`config.mk`:
```
export PLATFORM = sky130hd
export DESIGN_NAME = laser_cover
export DESIGN_NICKNAME = d
export VERILOG_FILES = /design/src/rtl/laser_pkg.sv /design/src/rtl/laser_in_circle.sv /design/src/rtl/laser_cover.sv
export SDC_FILE = /design/constraint.sdc
export NUM_CORES = 1
export LEC_CHECK = 0
export ABC_AREA = 1
export CORE_MARGIN = 4
export CORE_UTILIZATION = 31
export CTS_CLUSTER_DIAMETER = 120
export CTS_CLUSTER_SIZE = 20
export DETAILED_ROUTE_END_ITERATION = 7
export PLACE_DENSITY = 0.46
export SLEW_MARGIN = 20
export SYNTH_ARGS = -nofsm -noshare
export SYNTH_HDL_FRONTEND = slang
export SYNTH_SLANG_ARGS = --single-unit
export TNS_END_PERCENT = 20
```
`constraint.sdc`:
```
create_clock -name clk -period 9.7 [get_ports clk]
set_clock_uncertainty 0.1 [all_clocks]
set_input_delay 1.94 -clock clk [delete_from_list [all_inputs] [get_ports clk]]
set_output_delay 1.94 -clock clk [all_outputs]
set_load 0.1 [all_outputs]
```
`src/rtl/laser_pkg.sv`:
```
// Shared types and sizing helpers for the laser coverage engine.
package laser_pkg;

    typedef enum logic [2:0] {
        S_IDLE,
        S_LOAD,
        S_SCAN,
        S_MARK,
        S_NEXT,
        S_COUNT,
        S_FIN
    } state_t;

    // Width of a counter that must hold the value n inclusive.
    function automatic int unsigned cnt_width(input int unsigned n);
        return (n < 1) ? 1 : $clog2(n + 1);
    endfunction

    // Width of an index addressing n entries.
    function automatic int unsigned idx_width(input int unsigned n);
        return (n < 2) ? 1 : $clog2(n);
    endfunction

    function automatic int unsigned r_sq(input int unsigned r);
        return r * r;
    endfunction

endpackage

```
`src/rtl/laser_in_circle.sv`:
```
// Combinational test: is point (px,py) within radius R of centre (cx,cy).
module laser_in_circle
    import laser_pkg::*;
#(
    parameter int unsigned CW = 4,
    parameter int unsigned R  = 4
) (
    input  logic [CW-1:0] px,
    input  logic [CW-1:0] py,
    input  logic [CW-1:0] cx,
    input  logic [CW-1:0] cy,
    output logic          inside_c
);

    localparam int unsigned DW = CW + 1;
    localparam int unsigned SW = 2 * CW + 3;
    localparam logic [SW-1:0] RR = SW'(r_sq(R));

    logic signed [DW-1:0] dx;
    logic signed [DW-1:0] dy;
    logic        [DW-1:0] ax;
    logic        [DW-1:0] ay;
    logic        [SW-1:0] sum;

    // Squares are taken on magnitudes so the products stay unsigned.
    always_comb begin
        dx       = $signed({1'b0, px}) - $signed({1'b0, cx});
        dy       = $signed({1'b0, py}) - $signed({1'b0, cy});
        ax       = dx[DW-1] ? $unsigned(-dx) : $unsigned(dx);
        ay       = dy[DW-1] ? $unsigned(-dy) : $unsigned(dy);
        sum      = SW'(ax) * SW'(ax) + SW'(ay) * SW'(ay);
        inside_c = (sum <= RR);
    end

endmodule

```
`src/rtl/laser_cover.sv`:
```
// Multi-circle laser coverage engine: loads NPTS points, places NCIRC circles by coordinate ascent.
// Optional LASER_COVER_COUNT_EN adds a COUNT pass that reports the union coverage in cover_cnt.
module laser_cover
    import laser_pkg::*;
#(
    parameter int unsigned NPTS       = 40,
    parameter int unsigned CW         = 4,
    parameter int unsigned R          = 4,
    parameter int unsigned NCIRC      = 2,
    parameter int unsigned MAX_ROUNDS = 8
) (
    input  logic                       clk,
    input  logic                       rst_n,
    input  logic                       in_valid,
    input  logic [CW-1:0]              x,
    input  logic [CW-1:0]              y,
    output logic                       busy,
    output logic [NCIRC*CW-1:0]        c_x,
    output logic [NCIRC*CW-1:0]        c_y,
    output logic [cnt_width(NPTS)-1:0] cover_cnt,
    output logic                       done
);

    localparam int unsigned CNTW = cnt_width(NPTS);
    localparam int unsigned PW   = idx_width(NPTS);
    localparam int unsigned KW   = idx_width(NCIRC);
    localparam int unsigned RW   = cnt_width(MAX_ROUNDS);
    localparam int unsigned GW   = 2 * CW;

    localparam logic [PW-1:0] LAST_P    = PW'(NPTS - 1);
    localparam logic [KW-1:0] LAST_K    = KW'(NCIRC - 1);
    localparam logic [RW-1:0] LAST_R    = RW'(MAX_ROUNDS);
    localparam logic [GW-1:0] LAST_CAND = '1;
`ifdef LASER_COVER_COUNT_EN
    localparam state_t AFTER_ROUNDS = S_COUNT;
`else
    localparam state_t AFTER_ROUNDS = S_FIN;
`endif

    state_t state;
    state_t state_nx;
    logic   busy_nx;
    logic   done_nx;

    logic [CW-1:0]   mem_x [NPTS];
    logic [CW-1:0]   mem_y [NPTS];
    logic [NPTS-1:0] cov   [NCIRC];

    logic [PW-1:0]   pidx;
    logic [GW-1:0]   cand;
    logic [KW-1:0]   k;
    logic [RW-1:0]   round;
    logic [CNTW-1:0] acc;
    logic [CNTW-1:0] best_cnt;
    logic [GW-1:0]   best_pos;
    logic            changed;

    logic            last_p;
    logic            last_cand;
    logic [CW-1:0]   cur_cx;
    logic [CW-1:0]   cur_cy;
    logic [CW-1:0]   test_cx;
    logic [CW-1:0]   test_cy;
    logic            in_circ_c;
    logic            others;
    logic            hit;
    logic            add_bit;
    logic [CNTW-1:0] tot;
    logic            take;
    logic [GW-1:0]   fin_pos;
`ifdef LASER_COVER_COUNT_EN
    logic            union_bit;
`endif

    // Single distance tester; MARK checks stored centres, SCAN checks candidates.
    laser_in_circle #(
        .CW (CW),
        .R  (R)
    ) u_in_circle (
        .px       (mem_x[pidx]),
        .py       (mem_y[pidx]),
        .cx       (test_cx),
        .cy       (test_cy),
        .inside_c (in_circ_c)
    );

    always_comb begin
        last_p    = (pidx == LAST_P);
        last_cand = (cand == LAST_CAND);
        cur_cx    = '0;
        cur_cy    = '0;
        others    = 1'b0;
        for (int j = 0; j < int'(NCIRC); j++) begin
            if (k == KW'(j)) begin
                cur_cx = c_x[j*CW +: CW];
                cur_cy = c_y[j*CW +: CW];
            end else begin
                others = others | cov[j][pidx];
            end
        end
        test_cx = (state == S_MARK) ? cur_cx : cand[CW-1:0];
        test_cy = (state == S_MARK) ? cur_cy : cand[GW-1:CW];
        hit     = in_circ_c && !others;
`ifdef LASER_COVER_COUNT_EN
        union_bit = 1'b0;
        for (int j = 0; j < int'(NCIRC); j++) begin
            union_bit = union_bit | cov[j][pidx];
        end
        add_bit = (state == S_COUNT) ? union_bit : hit;
`else
        add_bit = hit;
`endif
        tot     = acc + CNTW'(add_bit);
        // First candidate always loads; later ones need a strictly larger count.
        take    = (cand == '0) || (tot > best_cnt);
        fin_pos = take ? cand : best_pos;
    end

    always_ff @(posedge clk) begin
        if (!rst_n) begin
            state <= S_IDLE;
        end else begin
            state <= state_nx;
        end
    end

    always_comb begin
        state_nx = state;
        case (state)
            S_IDLE:  if (in_valid) state_nx = S_LOAD;
            S_LOAD:  if (in_valid && last_p) state_nx = S_SCAN;
            S_SCAN:  if (last_p && last_cand) state_nx = S_MARK;
            S_MARK:  if (last_p) state_nx = S_NEXT;
            S_NEXT: begin
                if (k != LAST_K || (changed && round != LAST_R)) begin
                    state_nx = S_SCAN;
                end else begin
                    state_nx = AFTER_ROUNDS;
                end
            end
            S_COUNT: if (last_p) state_nx = S_FIN;
            S_FIN:   state_nx = S_IDLE;
            default: state_nx = S_IDLE;
        endcase
    end

    always_comb begin
        busy_nx = 1'b1;
        done_nx = 1'b0;
        if (state_nx == S_IDLE || state_nx == S_FIN) begin
            busy_nx = 1'b0;
        end
        if (state_nx == S_FIN) begin
            done_nx = 1'b1;
        end
    end

    // Point memory is never reset; it is always fully rewritten by LOAD.
    always_ff @(posedge clk) begin
        if (in_valid && (state == S_IDLE || state == S_LOAD)) begin
            mem_x[(state == S_IDLE) ? '0 : pidx] <= x;
            mem_y[(state == S_IDLE) ? '0 : pidx] <= y;
        end
    end

    always_ff @(posedge clk) begin
        if (!rst_n) begin
            pidx     <= '0;
            cand     <= '0;
            k        <= '0;
            round    <= '0;
            acc      <= '0;
            best_cnt <= '0;
            best_pos <= '0;
            changed  <= 1'b0;
            c_x      <= '0;
            c_y      <= '0;
            busy     <= 1'b0;
            done     <= 1'b0;
            for (int j = 0; j < int'(NCIRC); j++) begin
                cov[j] <= '0;
            end
        end else begin
            busy <= busy_nx;
            done <= done_nx;
            case (state)
                S_IDLE: begin
                    if (in_valid) begin
                        pidx <= PW'(1);
                        c_x  <= '0;
                        c_y  <= '0;
                        for (int j = 0; j < int'(NCIRC); j++) begin
                            cov[j] <= '0;
                        end
                    end
                end
                S_LOAD: begin
                    if (in_valid) begin
                        if (last_p) begin
                            pidx    <= '0;
                            cand    <= '0;
                            k       <= '0;
                            round   <= RW'(1);
                            acc     <= '0;
                            changed <= 1'b0;
                        end else begin
                            pidx <= pidx + PW'(1);
                        end
                    end
                end
                S_SCAN: begin
                    if (last_p) begin
                        pidx <= '0;
                        acc  <= '0;
                        cand <= cand + GW'(1);
                        if (take) begin
                            best_cnt <= tot;
                            best_pos <= cand;
                        end
                        // End of scan: write the winner back as this circle's centre.
                        if (last_cand) begin
                            for (int j = 0; j < int'(NCIRC); j++) begin
                                if (k == KW'(j)) begin
                                    c_x[j*CW +: CW] <= fin_pos[CW-1:0];
                                    c_y[j*CW +: CW] <= fin_pos[GW-1:CW];
                                end
                            end
                            if (fin_pos != {cur_cy, cur_cx}) begin
                                changed <= 1'b1;
                            end
                        end
                    end else begin
                        pidx <= pidx + PW'(1);
                        acc  <= tot;
                    end
                end
                S_MARK: begin
                    for (int j = 0; j < int'(NCIRC); j++) begin
                        if (k == KW'(j)) begin
                            cov[j][pidx] <= in_circ_c;
                        end
                    end
                    pidx <= last_p ? '0 : pidx + PW'(1);
                end
                S_NEXT: begin
                    if (k != LAST_K) begin
                        k <= k + KW'(1);
                    end else begin
                        k <= '0;
                        if (state_nx == S_SCAN) begin
                            round   <= round + RW'(1);
                            changed <= 1'b0;
                        end
                    end
                end
                S_COUNT: begin
                    acc  <= last_p ? '0 : tot;
                    pidx <= last_p ? '0 : pidx + PW'(1);
                end
                default: begin
                end
            endcase
        end
    end

`ifdef LASER_COVER_COUNT_EN
    always_ff @(posedge clk) begin
        if (!rst_n) begin
            cover_cnt <= '0;
        end else if (state == S_IDLE && in_valid) begin
            cover_cnt <= '0;
        end else if (state == S_COUNT && last_p) begin
            cover_cnt <= tot;
        end
    end
`else
    assign cover_cnt = '0;
`endif

endmodule

```
* After elaboration in Yosys (flattened, before gate mapping) *
Memories as Yosys holds them, arrays and structs flattened. A register that Yosys moved wholly into a read port is not among the register bits.
Index checks and enable logic that the tools add are counted.
Widths: inputs -> output; s select.

word-level totals
  register bits after elaboration = 61
  RAM bits = 400
  bits of input ports = 11
  word-level logic and storage cells = 335
  memories = 3

operators by class
  add/subtract/negate cells = 10
  $mul = 2
  magnitude comparators = 4
  eq/ne operators = 21
  multiplexer cells = 164
  bitwise operators = 84
  reductions and logical operators = 32

memories
  name   words  width  rd ports  clocked after memory_dff  wr ports  RTL line           text
  mem_x  40     4      1         1                         1         laser_cover.sv:45  logic [CW-1:0] mem_x [NPTS];
  mem_y  40     4      1         1                         1         laser_cover.sv:46  logic [CW-1:0] mem_y [NPTS];
  cov    2      40     2         0                         2         laser_cover.sv:47  logic [NPTS-1:0] cov [NCIRC];

operator list
  cell                 number
  $mux 40              4
  $mux 1               108
  $or 1x1->1           83
  $mux 8               9
  $mux 6               11
  $mux 4               12
  $pmux 8 s2           3
  $mul 5x5->10         2
  $ne 2x2->1 const B   10
  $mux 3               6
  $pmux 3 s6           1
  $pmux 6 s3           1
  $reduce_and 5->1     3
  $bmux 1 s6           2
  $pmux 6 s2           1
  $reduce_and 3->1     4
  $add 10x10->11       1
  $le 11x5->1 const B  1
  $mux 5               2
  $neg 5->5            2
  $sub 4x4->5          2
  $eq 3x2->1 const B   3
  $eq 3x3->1 const B   3
  $add 8x1->8 const B  1
  29 further kinds     42

* Depth between registers and ports, before layout *
Gate-level depths: netlist of the first run.

  word-level depth = 18
  depth in mapped cells = 60
  gate-level depth less buffers = 56

* By module *
A second synthesis of the first run with hierarchy kept.

unflattened totals
  cell total of the unflattened synthesis = 2165
  area total of the unflattened synthesis = 22217.6 um2

modules (own cells, without submodules)
  module           instances  cells each  area each (um2)
  laser_cover      1          1890        20339.5
  laser_in_circle  1          275         1878.1

* Worst setup path after synthesis of the first run *
No wires, ideal clock.

  path type = register to register
  start point = reg (tool-made name)
  end point = mem cov[0][0], data pin
  library setup time = 0.579 ns
  data arrival time = 8.680 ns
  required time = 9.021 ns
  setup slack = 0.342 ns
  stages on the path, launching flop included = 35
  period minus slack after synthesis = 9.358 ns
  path through = dfxtp_1 buf_2 clkinv_1 buf_2 buf_2 o21ai_0 o22ai_1 o21ai_0 o221ai_1 o311ai_1 o21ai_0 fa_1 inv_1 ha_1 inv_1 o21ai_0 inv_1 nor2_1 inv_1 fa_1 fa_1 fa_1 inv_1 fa_1 fa_1 ha_1 a21oi_1 inv_1 a31oi_1 o21bai_1 a21oi_1 a21oi_1 nor2_1 nand3_1 nor2_1

RTL lines
  element        RTL line
  end, declared  laser_cover.sv:47

==> results of run 1 <==
## final cells by class
cell class / count / area (µm²)
inverters: 140 / 546
fillers: 6925 / 43800
multi-input cells: 1384 / 8460
clock inverters: 2 / 36.3
well taps: 940 / 1180
repair buffers: 215 / 2020
flip-flops and latches: 467 / 13400
clock buffers: 48 / 754
## sequential cells by signal (all words and copies together), names as in the netlist, named ones only
signal and cells:
round 4, acc 6, mem_x 160, k 1, state 3, done 1, changed 1, cand 8
c_y 8, c_x 8, cov 80, busy 1, mem_y 160, pidx 6, best_cnt 6, best_pos 8
## tightest hold or removal path: cells and delay by family (launching register included)
family                 cells  cell delay, ps
DFF                        1             320
AOI/OAI and AO/OA          1              50
buffers and inverters      1              50
## logic make-up (layout without fill, tap and decap cells)
| group | count (synthesis) | in the layout |
|---|---|---|
| adders and majority gates | 76 | 76 |
| other | 1 | 10 |
| and+or+nand+nor | 741 | 742 |
| muxes | 4 | 4 |
| AOI/OAI and AO/OA | 536 | 536 |
| xor gates and xnor gates | 16 | 16 |
| DFF | 467 | 467 |
| buffers and inverters | 259 | 405 |
## metrics by stage
stage | hold slack (ps) | std cells | area [µm²] | TNS (ps) | util, %
2_1_floorplan | 325 | 2109 | 22000 | 0 | -
3_3_place_gp | 342 | 3112 | 24200 | -9110 | 34.5
3_5_place_dp | 339 | 3112 | 24200 | -13920 | 34.5
4_1_cts | 354 | 3165 | 25200 | 0 | 35.9
5_1_grt | 386 | 3196 | 26400 | -5340 | 37.6
6_report | 351 | 3196 | 26400 | 0 | 37.6
## routing by layer
metal | up-vias | GRT usage (%)
li1 | 7693 | -
met1 | 8088 | 24.5
met2 | 325 | 26.6
met3 | 69 | 1.79
met4 | 4 | 4.01
met5 | - | 0
## Yosys cell counts (44+ instances only)
master	number	area share (%)
a21oi_1	65	1.5
clkbuf_1	74	1.3
dfxtp_1	67	6.1
edfxtp_1	400	55
ha_1	52	3.0
inv_1	125	2.1
nand2_1	234	4.0
nand3_1	44	1.0
nor2_1	335	5.7
nor3_1	46	1.0
o21ai_0	310	7.1
o22ai_1	90	2.6
## power by group
group | switching, mW | total (mW) | internal, mW
logic | 0.793 | 1.39 | 0.601
clock network | 0.674 | 1.21 | 0.536
registers | 0.0130 | 2.22 | 2.20
## repair_timing
| item | in CTS | in global routing |
|---|---|---|
| pin swaps | 21 | 84 |
| resized for setup | 46 | 241 |
| endpoints found under the setup margin | 31 | 31 |
| cloned | 1 | 6 |
| setup buffers | 2 | 27 |
## worst max-delay path by stage
stage | start | endpoint | slack (ps) | cells past startpoint
2_1_floorplan | flip-flop | cov[0][0]$_DFFE_PP_ | 340 | 34
3_3_place_gp | flip-flop | changed$_SDFFE_PN0P_ | -440 | 55
3_5_place_dp | flip-flop | changed$_SDFFE_PN0P_ | -590 | 55
4_1_cts | flip-flop | changed$_SDFFE_PN0P_ | 1 | 54
5_1_grt | flip-flop | changed$_SDFFE_PN0P_ | -340 | 51
6_report | flip-flop | changed$_SDFFE_PN0P_ | 190 | 53
==> run_results.csv, run 1 <==
group,metric,value,unit
status,outcome,"completed",
detailed_routing,drt-met1-wl,30900,µm
sta,final_max_slew_viol_count,0,
critical_path,worst_path_max_delay_cell,"fa_2",
clocking,cts_htree_levels,1,
power_and_ir_drop,power,4.82,mW
sta,fmax,105,MHz
critical_path,crit_arrival,9910,ps
synth,ys_types,61,
finish,n_antenna_cell,0,
synth,yosysSeqAreaShare,60.7,%
critical_path,ff2ff_path_depth,53,
finish,final_cell_mix,"edfxtp_1 (400), nor2_1 (308), o21ai_0 (243), nand2_1 (221), buf_4 (147)",
placement,port_buffers,28,
clocking,clkLatencyLatePin,610,ps
sta,worstMarginPinSlew,1110,ps
power_and_ir_drop,irDropWorstVdd,0.178,mV
critical_path,cp_num_buf_inv,10,
synth,synth-xor-area-share,0.637,%
sta,setup_slack,188,ps
critical_path,end_kind,"flip-flop",
clocking,path_clk_slew,90,ps
sta,period_share,98.1,%
finish,syn2layout_area_growth,19.8,%
critical_path,worstPathRequired,10100,ps
grt,grt_overflow,0,
grt,grt_usage,16.7,%
synth,synth_top_family_by_area,"simple AND/OR/NAND/NOR gates",
synth,syn_avg_cell_area,10.5,µm²
sta,maxSlewHeadroom,25.8,%
floorplanning,fp.dieH,274,µm
grt,first_global_vias,15701,
grt,grt_antenna_before_repair,2,
critical_path,worst-path-max-fanout,7,
grt,grt_pass1_wl,97500,µm
sta,hold_violations,0,
floorplanning,rows,97,
clocking,hold_buffers,0,
power_and_ir_drop,p_leak,9.35,nW
clocking,cts_buffers,27,
synth,synth_fa_ha_area_share,5.14,%
placement,dp_hpwl,43600,µm
detailed_routing,drt_wl_total,65200,µm
sta,setup_violations,0,
finish,drive_above_1_share,19.9,%
min_path,min_path_type,"flip-flop to flip-flop",
clocking,cts_buffer_depth,3,
floorplanning,die_w,274,µm
synth,ys.flop_type,"edfxtp_1",
sta,post-route-min-period,9510,ps
floorplanning,io_pins,35,
floorplanning,die_area,75300,µm²
grt,grt_max_degree,62,
detailed_routing,wl_per_cell,20.4,µm
floorplanning,core,70100,µm²
placement,pre_cts_ws,-588,ps
critical_path,path_class,"flip-flop to flip-flop",
floorplanning,floorplan.initialDensity,31.4,%
min_path,holdPathEnd,"changed$_SDFFE_PN0P_",
power_and_ir_drop,powerDensity,183,nW/µm²
synth,syn_area,22000,µm²
critical_path,regToRegEndpoint,"changed$_SDFFE_PN0P_",
min_path,hold_depth,2,
detailed_routing,drtIter0Drc,1169,
synth,synth-async-reset-ratio,0,%
synth,synth_mux_area_share,0.182,%
critical_path,max_stage_delay,620,ps
finish,layout_commonest_cell,"edfxtp_1",
flow_run,cap_viol_max_count,0,
clocking,cts_tree,"built",
detailed_routing,top_layer,"met5",
detailed_routing,vias_per_cell,5.06,
finish,num-nets-final,2322,
critical_path,path_delay_family,"adder cells",
synth,synth-simple-area-share,14.7,%
synth,ys_ff_latch,467,
clocking,clockRootBuffer,"clkbuf_16",
detailed_routing,num_vias,16179,
min_path,min_from,"changed$_SDFFE_PN0P_",
detailed_routing,wl_met3,2560,µm
detailed_routing,dr.pass1.iters,5,
detailed_routing,final_antenna_net_count,0,
detailed_routing,wl_met2,30400,µm
clocking,cts.sinks,467,
critical_path,crit_path_start_kind,"flip-flop",
synth,syn_inst,2100,
placement,gp_congestion,0.845,
synth,synth_compound_area_share,13.7,%
critical_path,rrSetupSlack,190,ps
synth,ys_warn_count,0,
synth,synth_edf_count,400,
detailed_routing,drc,0,
sta,rsz0062_at_grt,"yes",
Note: power is estimated with default switching activity, not from simulation.
==> run 2: changes to the inputs <==
--- a/config.mk
+++ b/config.mk
@@ -6,12 +6,12 @@
 export NUM_CORES = 1
 export LEC_CHECK = 0
 export ABC_AREA = 1
-export CORE_MARGIN = 4
+export CORE_MARGIN = 5
 export CORE_UTILIZATION = 31
 export CTS_CLUSTER_DIAMETER = 120
 export CTS_CLUSTER_SIZE = 20
 export DETAILED_ROUTE_END_ITERATION = 7
-export PLACE_DENSITY = 0.46
+export PLACE_DENSITY = 0.56
 export SLEW_MARGIN = 20
 export SYNTH_ARGS = -nofsm -noshare
 export SYNTH_HDL_FRONTEND = slang
==> run_results.csv, run 2 (synthesis gave the netlist of run 1 again) <==
group,metric,value,unit
detailed_routing,drt_wl_total,61200,µm
sta,setup_slack,35.8,ps
power_and_ir_drop,irDropWorstVdd,0.170,mV
grt,grt_overflow,0,
floorplanning,fp.dieH,276,µm
sta,final_max_slew_viol_count,0,
detailed_routing,drc,0,
sta,fmax,103,MHz
detailed_routing,vias_per_cell,5.12,
sta,setup_tns,0,ps
critical_path,crit_path_start_kind,"flip-flop",
critical_path,ff2ff_path_depth,57,
placement,port_buffers,28,
detailed_routing,dr.pass1.iters,5,
critical_path,worst_path_max_delay_cell,"fa_1",
placement,placed_area,24100,µm²
min_path,min_path_type,"flip-flop to flip-flop",
clocking,cts_buffers,27,
finish,final_cell_mix,"edfxtp_1 (400), nor2_1 (312), o21ai_0 (252), nand2_1 (221), buf_4 (132)",
detailed_routing,final_antenna_net_count,0,
clocking,path_clk_slew,80,ps
grt,first_global_vias,15908,
critical_path,path_class,"flip-flop to flip-flop",
finish,fill_cells,6973,
floorplanning,die_w,276,µm
sta,post-route-min-period,9660,ps
clocking,cts_htree_levels,1,
floorplanning,io_pins,35,
clocking,clockRootBuffer,"clkbuf_16",
sta,worstMarginPinSlew,1070,ps
critical_path,crit_arrival,10050,ps
critical_path,end_kind,"flip-flop",
grt,grt_usage,15.1,%
grt,grt_max_degree,62,
detailed_routing,wl_per_cell,19.2,µm
power_and_ir_drop,p_leak,9.28,nW
detailed_routing,num_vias,16296,
clocking,cts_buffer_depth,3,
finish,num-nets-final,2308,
sta,hold_violations,0,
finish,layout_commonest_cell,"edfxtp_1",
critical_path,critPathMostFrequentCell,"nand2_1",
floorplanning,floorplan.initialDensity,31.4,%
min_path,hold_depth,2,
grt,grt_antenna_before_repair,0,
placement,pre_cts_ws,-355,ps
critical_path,max_stage_delay,560,ps
sta,maxSlewHeadroom,28.1,%
sta,period_share,99.6,%
floorplanning,die_area,76400,µm²
finish,drive_above_1_share,18.5,%
status,outcome,"completed",
flow_run,cap_viol_max_count,0,
grt,grt_pass1_wl,93800,µm
floorplanning,core,70100,µm²
critical_path,worstPathRequired,10090,ps
detailed_routing,drtIter0Drc,1325,
clocking,cts_tree,"built",
critical_path,worst-path-max-fanout,8,
placement,dp_hpwl,40700,µm
finish,post-route-util,37.2,%
floorplanning,rows,97,
sta,setup_violations,0,
finish,syn2layout_area_growth,18.6,%
finish,stdcell_area,26100,µm²
sta,rsz0062_at_grt,"yes",
clocking,clkLatencyLatePin,610,ps
placement,gp_congestion,0.878,
finish,n_antenna_cell,0,
finish,top_regs,"mem_x x160, mem_y x160, cov x80",
clocking,cts.sinks,467,
power_and_ir_drop,powerDensity,180,nW/µm²
## run 2: cell types whose count changed in the layout (fill, tap and decap cells not counted), moves of 5 or more
cell / change
o21ai_1: -10
a21oi_2: +6
nand3_2: -6
buf_4: -15
nand3_1: +11
nand3_4: -5
nor2_2: -7
o21ai_0: +9
## run 2: final cells by class
cell class	count	area, µm²	share of cell area (%)
Sequential cell	467	13400	51.2
Multi-Input combinational cell	1383	8240	31.6
Timing Repair Buffer	201	1960	7.50
Tap cell	940	1180	4.51
Clock buffer	46	747	2.86
Inverter	140	556	2.13
Clock inverter	4	37.5	0.144
Timing Repair inverter	1	8.76	0.0336
## run 2: final timing paths
kind | start | end | slack [ps]
max | flip-flop | changed$_SDFFE_PN0P_ | 40
min | changed$_SDFFE_PN0P_ | changed$_SDFFE_PN0P_ | 360
max reg2reg | flip-flop | changed$_SDFFE_PN0P_ | 40
min reg2reg | changed$_SDFFE_PN0P_ | changed$_SDFFE_PN0P_ | 360
## run 2: critical path: cells and delay by family, from the launching register on
family	cells	cell delay, ps
simple gates	22	2000
xor+xnor	2	340
flops	1	470
compound gates	11	1450
fa+ha+maj	10	3890
buf+inv	12	1270
## run 2: repair_timing
| action | in CTS | in global routing |
|---|---|---|
| setup buffers | 9 | 19 |
| cloned | 3 | 5 |
| setup endpoints to repair | 31 | 31 |
| resized for setup | 53 | 185 |
| hold buffers | 0 | 0 |
| pin swaps | 20 | 42 |
## run 2: metrics by stage
step                      hold slack (ps)  instances  power (mW)
final                                 363       3182        4.71
after global routing                  383       3182        4.97
after CTS                             369       3159        4.66
after detailed placement              352       3097        3.38
after global placement                354       3097        3.33
after floorplan                       325       2109        2.99
## run 2: metal layers
layer | up-vias | share of wire, % | track usage [%]
met4 | 0 | 2.7 | 4.37
li1 | 7651 | - | -
met5 | - | 0 | 0
met1 | 8072 | 45 | 21.3
met2 | 487 | 47 | 25.0
met3 | 86 | 5.2 | 1.52
## run 2: where the power goes
part           switching [mW]  total (mW)  internal, mW
combinational           0.733        1.30         0.564
clock                   0.663        1.19         0.532
sequential             0.0138        2.22          2.20
==> run 3: changes to the inputs <==
--- a/config.mk
+++ b/config.mk
@@ -6,6 +6,7 @@
 export NUM_CORES = 1
 export LEC_CHECK = 0
 export ABC_AREA = 1
+export CAP_MARGIN = 20
 export CORE_MARGIN = 5
 export CORE_UTILIZATION = 31
 export CTS_CLUSTER_DIAMETER = 120
==> results of run 3 <==
Same layout as run 2: the final DEF is identical, and so are final timing and power.
